<file path="src/rtl/nibble_serial_addsub.sv">
// Purpose : 16-bit signed add/subtract computed one nibble per cycle through a 4-bit slice, with a saturated result.
// Latency : start accepted at edge E, nibbles processed at E+1..E+4, done is high in the cycle after E+4.
// Backpressure: none; start is ignored while busy, and is accepted in the done cycle for back-to-back operations.
//
// Ports:
//   clk, rst_n      clock (rising edge) and asynchronous active-low reset
//   start, sub      begin an operation; sub=1 selects a-b, otherwise a+b
//   a, b            16-bit two's complement operands, sampled with start
//   busy, done      busy while nibbles are in flight; done is a one-cycle result pulse
//   sum             saturated registered result
//   ovfl, z, n      signed overflow, zero and negative flags of the saturated result
module nibble_serial_addsub (
  input  logic        clk,
  input  logic        rst_n,
  input  logic        start,
  input  logic        sub,
  input  logic [15:0] a,
  input  logic [15:0] b,
  output logic        busy,
  output logic        done,
  output logic [15:0] sum,
  output logic        ovfl,
  output logic        z,
  output logic        n
);

  typedef enum logic [1:0] {
    IDLE = 2'd0,
    RUN  = 2'd1,
    DONE = 2'd2
  } state_t;

  state_t      state_q, state_d;
  logic [1:0]  cnt_q, cnt_d;
  logic        carry_q, carry_d;
  logic [15:0] a_q, a_d;
  logic [15:0] beff_q, beff_d;
  logic [15:0] raw_q, raw_d;
  logic [15:0] sum_q, sum_d;
  logic        ovfl_q, ovfl_d;
  logic        z_q, z_d;
  logic        n_q, n_d;

  // Nibble slice datapath
  logic [3:0]  idx;
  logic [4:0]  nib;
  logic [15:0] raw_full;
  logic        ovf_w;
  logic [15:0] sat_w;

  always_comb begin
    idx      = {cnt_q, 2'b00};
    nib      = {1'b0, a_q[idx +: 4]} + {1'b0, beff_q[idx +: 4]} + {4'b0000, carry_q};
    // Partial sum with the current nibble merged in; on the last nibble this is the full raw result.
    raw_full = raw_q;
    raw_full[idx +: 4] = nib[3:0];
    // Signed overflow depends only on operand/result signs; the final carry-out is not consulted.
    ovf_w    = (a_q[15] == beff_q[15]) && (raw_full[15] != a_q[15]);
    if (ovf_w) begin
      sat_w = a_q[15] ? 16'h8000 : 16'h7FFF;
    end else begin
      sat_w = raw_full;
    end
  end

  always_comb begin
    state_d = state_q;
    cnt_d   = cnt_q;
    carry_d = carry_q;
    a_d     = a_q;
    beff_d  = beff_q;
    raw_d   = raw_q;
    sum_d   = sum_q;
    ovfl_d  = ovfl_q;
    z_d     = z_q;
    n_d     = n_q;

    case (state_q)
      IDLE, DONE: begin
        if (start) begin
          // Subtraction is a + ~b + 1: the +1 enters as the initial carry.
          a_d     = a;
          beff_d  = sub ? ~b : b;
          carry_d = sub;
          cnt_d   = 2'd0;
          state_d = RUN;
        end else begin
          state_d = IDLE;
        end
      end
      RUN: begin
        raw_d   = raw_full;
        carry_d = nib[4];
        cnt_d   = cnt_q + 2'd1;
        if (cnt_q == 2'd3) begin
          sum_d   = sat_w;
          ovfl_d  = ovf_w;
          z_d     = (sat_w == 16'h0000);
          n_d     = sat_w[15];
          state_d = DONE;
        end
      end
      default: begin
        state_d = IDLE;
      end
    endcase
  end

  always_ff @(posedge clk or negedge rst_n) begin
    if (!rst_n) begin
      state_q <= IDLE;
      cnt_q   <= 2'd0;
      carry_q <= 1'b0;
      a_q     <= 16'h0000;
      beff_q  <= 16'h0000;
      raw_q   <= 16'h0000;
      sum_q   <= 16'h0000;
      ovfl_q  <= 1'b0;
      z_q     <= 1'b0;
      n_q     <= 1'b0;
    end else begin
      state_q <= state_d;
      cnt_q   <= cnt_d;
      carry_q <= carry_d;
      a_q     <= a_d;
      beff_q  <= beff_d;
      raw_q   <= raw_d;
      sum_q   <= sum_d;
      ovfl_q  <= ovfl_d;
      z_q     <= z_d;
      n_q     <= n_d;
    end
  end

  assign busy = (state_q == RUN);
  assign done = (state_q == DONE);
  assign sum  = sum_q;
  assign ovfl = ovfl_q;
  assign z    = z_q;
  assign n    = n_q;

endmodule

</file>
<file path="config.mk">
export PLATFORM = sky130hd
export DESIGN_NAME = nibble_serial_addsub
export DESIGN_NICKNAME = d
export VERILOG_FILES = /design/src/rtl/nibble_serial_addsub.sv
export SDC_FILE = /design/constraint.sdc
export NUM_CORES = 1
export LEC_CHECK = 0
export ABC_AREA = 1
export ABC_CLOCK_PERIOD_IN_PS = 3600
export CAP_MARGIN = 20
export CORE_MARGIN = 4
export CORE_UTILIZATION = 45
export CTS_CLUSTER_SIZE = 12
export DETAILED_ROUTE_END_ITERATION = 8
export GPL_TIMING_DRIVEN = 0
export PLACE_DENSITY = 0.69
export SYNTH_ARGS = -nofsm -noshare
export SYNTH_HDL_FRONTEND = slang
export SYNTH_SLANG_ARGS = --single-unit
export TNS_END_PERCENT = 20
</file>
<file path="constraint.sdc">
create_clock -name clk -period 3.6 [get_ports clk]
set_input_delay 0.72 -clock clk [delete_from_list [all_inputs] [get_ports clk]]
set_output_delay 0.72 -clock clk [all_outputs]
set_load 0.01 [all_outputs]
</file>
==> results of run 1 <==
## where the power goes
group          internal [mW]  switching (mW)  total (mW)
clock network          0.318           0.309       0.627
logic                  0.984            1.37        2.36
registers               1.16           0.218        1.37
## metrics by stage
step	cell area, um^2	hold slack [ns]	setup TNS, ns
final	4470	0.479	0
after floorplan	3600	0.424	0
after global routing	4470	0.504	0
after global placement	4280	0.464	-41.87
after detailed placement	4280	0.468	-0.172
after CTS	4470	0.487	0
## worst register-to-register path, stage by stage (launching register included)
cell	delay [ns]
dfrtp_2	0.46
buf_2	0.29
clkbuf_2	0.27
o21ai_0	0.12
o22ai_1	0.29
fa_1	0.26
inv_1	0.06
fa_1	0.39
xor2_1	0.22
nor2_1	0.10
nand2_1	0.06
o21ai_0	0.19
a21oi_1	0.21
nand2_1	0.08
nor3_2	0.16
nand2_1	0.07
nand2_1	0.05
## metal layers
| metal | GRT usage, % | share of wire [%] | vias to the layer above |
|---|---|---|---|
| li1 | - | - | 1435 |
| met2 | 31.6 | 49 | 70 |
| met1 | 22.4 | 43 | 1386 |
| met3 | 4.52 | 5.0 | 24 |
| met4 | 8.31 | 3.3 | 0 |
| met5 | 0 | 0 | - |
## cell usage in the layout, fill, tap and decap left out, types with 3 or more instances in the layout
master / n
nand2_1: 76
dfrtp_1: 70
clkdlybuf4s50_1: 54
o21ai_0: 53
inv_1: 36
nor2_1: 21
o22ai_1: 18
mux2_2: 16
xnor2_1: 16
a2bb2oi_1: 13
nand3_1: 10
ha_1: 9
clkbuf_8: 9
nand2_2: 8
clkbuf_1: 7
buf_2: 5
a21oi_1: 5
inv_2: 3
nand3_2: 3
clkinv_2: 3
## registers in the layout, indices dropped and copies added, names as in the netlist
register	count
z	1
sum	16
state_q	2
beff_q	16
ovfl	1
carry_q	1
raw_q	16
a_q	16
cnt_q	2
## cell families (layout without fill, tap and decap cells)
group | Yosys count | in the layout | synth area share [%]
XOR/XNOR | 17 | 17 | 4.13
flip-flops | 71 | 71 | 49.3
AND/OR/NAND/NOR | 123 | 123 | 15.2
adder cells (fa/ha/maj) | 11 | 11 | 4.23
multiplexers | 16 | 16 | 5.00
buffers and inverters | 58 | 127 | 6.49
AO/OA/AOI/OAI | 95 | 95 | 15.6
## worst max path at each step
stage	start	end	slack (ns)	cells past startpoint
floorplan	cnt_q[0]	z	0.63	17
global placement	rst_n	a_q[8]	-0.59	1
detailed placement	cnt_q[0]	z	-0.13	19
CTS	cnt_q[0]	z	0.003	19
global route	cnt_q[0]	z	0.04	16
finish	cnt_q[0]	z	0.28	16
## area by class of cell
class,instances,area [um^2],area share [%]
inverters,39,146,3.28
repair buffers,55,548,12.3
flip-flops and latches,71,1780,39.8
multi-input cells,262,1590,35.7
plain buffers,17,83.8,1.88
clock buffers,10,128,2.86
well taps,102,128,2.86
clock inverters,6,61.3,1.37
## timing repair
action | CTS | global route
gates resized for setup | 2 | 4
buffers inserted | 0 | 0
setup endpoints to repair | 3 | 5
==> impl_results.md, run 1 <==
- Die height: a little under 100 um
- Yosys top cell by area: dfrtp_1
- Slew HR: approximately 40%
- Post-DR wirelength/cell: between 10 and 15 um
- CTS H-tree lvls: 3
- Crit path buf inv count: 3
- Row count: 32
- Die width: between 90 and 100 um
- Max Cap Viol: 0
- Mean area per synthesized cell: 9.22 um^2
- CP Launch Type: flop
- Cell variety after synth: 31
- CP Data Arrival Time: between 3 and 4 ns
- Setup WS pre-CTS: -0.135 ns
- Req. time, crit path: 3.90 ns
- Routed vias/inst: around 5.2
- GRT overflow: 0
- Hold Path Class: reg -> reg
- Final estimated routing congestion in global placement: between 0.9 and 1
- Initial Utilization: a little under half
- Slew Limit Fails: 0
- Syn_nets: 438
- Initial antenna violation count: 0
- CP max FO: 10
- CTS tree: done
- Count leader, synth: nand2_1
- Fillers: around 700
- Mapped Cells: between 300 and 400
- Crit Path Category: reg -> reg
- Layout cells sized above 1: a little over an eighth
- Largest cells by area after synthesis: dfrtp_1 (49%), nand2_1 (7.9%), o21ai_0 (7.4%)
- CTS Root Cell: clkbuf_8
- Pin count of the biggest net entering global routing: between 70 and 80
- Cts hold-fix bufs: 0
- Final hold vios: 0
- Critical path's top delay family: compound AO/OA/AOI/OAI gates
- Slowest CP cell: dfrtp_2
- Post-DP HPWL: between 6000 and 7000 um
- Initial DRC Count: 153
- Port bufs: 55
- Sequential element share of the synthesized area: 49.3%
- Period utilisation layout: between 90% and 100%
- Core area: approximately 7800 um^2
- R2R depth: 16
- Slew @ Worst Pin: 0.893 ns
- Number of global-route vias before repair: 3,081
- Crit path cell chain: buf_2, clkbuf_2, o21ai_0, o22ai_1, fa_1, inv_1, fa_1, xor2_1, nor2_1, nand2_1, o21ai_0, a21oi_1, nand2_1, nor3_2, nand2_1, nand2_1
- Synth Warn #: 0
- Worst setup margin: approximately 0.28 ns
- Sink Count: slightly above 70
- RR Startpoint: cnt_q[0]
- CP peak stage delay: approximately 0.46 ns
- RSZ-0062 raised after global routing: no
- Fmax: around 0.30 GHz
- LEAKAGE: 1.95 nW
- First-pass GRT wire length: between 10,000 and 15,000 um
- Peak VDD IR: ~0.00047 V
- Cell mode on critical path: nand2_1
- Synth Register Bits: 71
- Tot Pwr: ~4.4 mW
- R2r setup slk: 0.28 ns
- Placed cell count: 548
- Total track usage: about a fifth
- # DRC: 0
- Yosys top cell area share: between 40% and 50%
- Drt pass-1 iters: 4
- Power per cell area: approximately 980 nW/um^2
- Area Growth Syn to Fin: 23.9%
- Routed vias: 2,915
- Hold Crit Depth: 2
- Worst hold path endpoint: beff_q[6]
- Cts bufs inserted: 9
- Final Setup Violations: 0
- Syn Std Cell Area: 3600 um^2
- Final cell count without fillers: roughly 560
- Ports: 57
- Clk Latency, worst-skew pair: 0.35 ns
- RR Endpoint: z
- Commonest cells in the netlist: nand2_1 (76), dfrtp_1 (71), o21ai_0 (53), inv_1 (36), nor2_1 (21)
- FFs w/ async S/R, synth: 100%
- Final WL: 8340 um
- Final min period: approximately 3.3 ns
- Die Area: about 9500 um^2
- Clock buffer depth: 2
- Post-route ant nets: 0
- Post-synth EDFFs: 0
- Fin nets: about 500
- Worst Skew: 0.00593 ns
- Primary FF master, synth: dfrtp_1
- Antenna diodes: 0
- Nature of the critical path endpoint: flop
- Min-delay src: beff_q[6]
- Outcome: complete, no violations
- Clk pin slew, worst setup/hold paths: ~0.07 ns
- Finished Core Util: between 50% and 60%
No activity file was read; power rests on OpenSTA's default activity.
==> inputs of run 2 (changes only) <==
CELL_PAD_IN_SITES_DETAIL_PLACEMENT = 1   (was default)
CELL_PAD_IN_SITES_GLOBAL_PLACEMENT = 2   (was default)
CORE_UTILIZATION = 33   (was 45)
PLACE_DENSITY = default   (was 0.69)
PLACE_DENSITY_LB_ADDON = 0.1   (was default)
==> run 2 against run 1 <==
  * Final cell count grew 6.8%
  * Clock power grew 18%
  * Clock-buffer cell count grew 3
  * Worst hold slack lost 0.23 ns
  * Wire length grew 19%
  * Global-route usage shrank 2.2 points
  * Critical path depth is the same
  * Register-to-register slack is essentially flat
  * Sequential share of layout area shrank 1.3 points
  * Setup slack lost 0.0034 ns
  * Critical path type unchanged
  * Largest cell class unchanged
==> impl_results.md, run 2 (synthesized netlist as in run 1, its figures left out) <==
- Crit Path Category: reg -> reg
- Peak VDD IR: 0.000348 V
- # DRC: 0
- Placed cell count: slightly below 600
- LEAKAGE: about 2 nW
- Outcome: complete, no violations
- Final estimated routing congestion in global placement: ~0.79
- Slew @ Worst Pin: a little over 0.6 ns
- Gr busiest metal: met2
- Fillers: ~1,200
- Fin nets: a little over 500
- Hold Path Class: in -> async
- Final WL: ~9900 um
- RR Endpoint: z
- Port bufs: 55
- Worst setup margin: 0.273 ns
- Drt pass-1 iters: 4
- Most common cell after layout, fill and taps aside: nand2_1
- Setup WS pre-CTS: -0.400 ns
- R2R depth: 16
- CP Launch Type: flop
- First-pass GRT wire length: between 15,000 and 20,000 um
- Total track usage: ~16%
- Sink Count: ~70
- Design area: 4610 um^2
- GR Util met3: under 10%
- Grt met2 use: around 28%
- Period utilisation layout: 92.4%
- Cts bufs inserted: 9
- Row count: 37
- Clock buffer depth: 2
- Tot Pwr: approximately 4.6 mW
- Worst Skew: a little over 0.01 ns
- Req. time, crit path: slightly below 4 ns
- CTS Root Cell: clkbuf_8
- Area Growth Syn to Fin: 28.0%
- Core area: around 10,000 um^2
- Placed Area: 4350 um^2
- Slew HR: approximately 59%
- Clk Latency, worst-skew pair: 0.35 ns
- Post-route ant nets: 0
- Most frequent cells in the layout: nand2_1 (76), dfrtp_1 (70), clkdlybuf4s50_1 (54)
- CP Data Arrival Time: around 3.6 ns
- Pin count of the biggest net entering global routing: 54
- Fmax: 0.301 GHz
- Number of global-route vias before repair: between 3,000 and 4,000
- CTS H-tree lvls: 3
- Nature of the critical path endpoint: flop
- Slew Limit Fails: 0
- Cts hold-fix bufs: 0
- Routed vias: approximately 3,000
- CTS tree: done
- Post-DP HPWL: approximately 7400 um
- R2r setup slk: 0.27 ns
- Post-DR wirelength/cell: about 17 um
- Clk pin slew, worst setup/hold paths: around 0.08 ns
- Final cell count without fillers: 600
- Initial Utilization: 34.5%
- Ports: 57
- Initial antenna violation count: 0
- CP max FO: 10
- Max Cap Viol: 0
- Final min period: about 3.3 ns
- Final Setup Violations: 0
- Layout cells sized above 1: between 10 and 15%
- Initial DRC Count: just over 100
- Die height: 113 um
- GRT overflow: 0
- Die Area: about 13,000 um^2
- Power per cell area: between 900 and 1000 nW/um^2
- Die width: ~110 um
- Routed vias/inst: approximately 4.9
- Antenna diodes: 0
- RR Startpoint: cnt_q[0]
- Met1 usage: 20.8%
- Final hold vios: 0
- Finished Core Util: about 44%
## run 2: cell count changes in the layout (fill, tap and decap cells not counted)
cell | before | now
buf_4 | 2 | 5
clkbuf_8 | 9 | 11
clkinv_2 | 3 | 1
buf_16 | 0 | 1
bufinv_16 | 1 | 2
clkbuf_1 | 7 | 8
clkbuf_2 | 2 | 1
clkbuf_4 | 0 | 1
clkinv_4 | 1 | 0
inv_1 | 36 | 35
o22ai_1 | 18 | 17
o22ai_2 | 0 | 1
xor2_1 | 1 | 0
xor2_2 | 0 | 1
## run 2: repair_timing
item	4_1_cts	5_1_grt
setup endpoints to repair	17	3
gates resized for setup	4	5
pin swaps	0	1
buffers inserted	0	3
gates cloned	0	0
## run 2: area by class of cell
class	count	area, um^2	share of cell area (%)
buffer	17	86.3	1.87
clock buffer	13	159	3.44
clock inverter	3	65.1	1.41
inverter	39	150	3.25
multi-input combinational	262	1610	34.8
sequential	71	1780	38.5
tap	136	170	3.69
timing repair buffer	59	598	13.0
## run 2: per-layer routing
metal  share of wire [%]  vias to the layer above
met1                  45                     1459
met2                  50                       48
li1                    -                     1436
met3                 3.5                       11
met4                 1.4                        0
met5                   0                        -
## run 2: where the power goes
part	switching [mW]	internal, mW
logic	1.46	1.03
clock network	0.310	0.428
registers	0.221	1.16
## run 2: worst max-delay path, stage by stage, from the launching register on
cell and delay (ns):
dfrtp_2 0.46, clkbuf_4 0.27, buf_2 0.25, o21ai_0 0.12, o22ai_1 0.28, fa_1 0.24
inv_1 0.06, fa_1 0.42, xor2_2 0.21, nor2_1 0.09, nand2_1 0.06, o21ai_0 0.21
a21oi_1 0.23, nand2_1 0.10, nor3_2 0.15, nand2_1 0.08, nand2_1 0.06
## run 2: per-stage QoR
stage          hold slack [ns]  setup TNS [ns]
3_5_place_dp             0.469           -1.59
6_report                 0.249               0
3_3_place_gp             0.465          -55.56
2_1_floorplan            0.424               0
5_1_grt                  0.260        -0.00194
4_1_cts                  0.250               0
## run 2: worst max-delay path by stage
stage                     slack (ns)  startpoint    endpoint  cells past startpoint
final                           0.27    cnt_q[0]           z                     16
after global routing          -0.002    cnt_q[0]           z                     16
after CTS                       0.03    cnt_q[0]           z                     16
after detailed placement       -0.40    cnt_q[0]           z                     17
after global placement         -0.77       rst_n  beff_q[10]                      1
after floorplan                 0.63    cnt_q[0]           z                     17
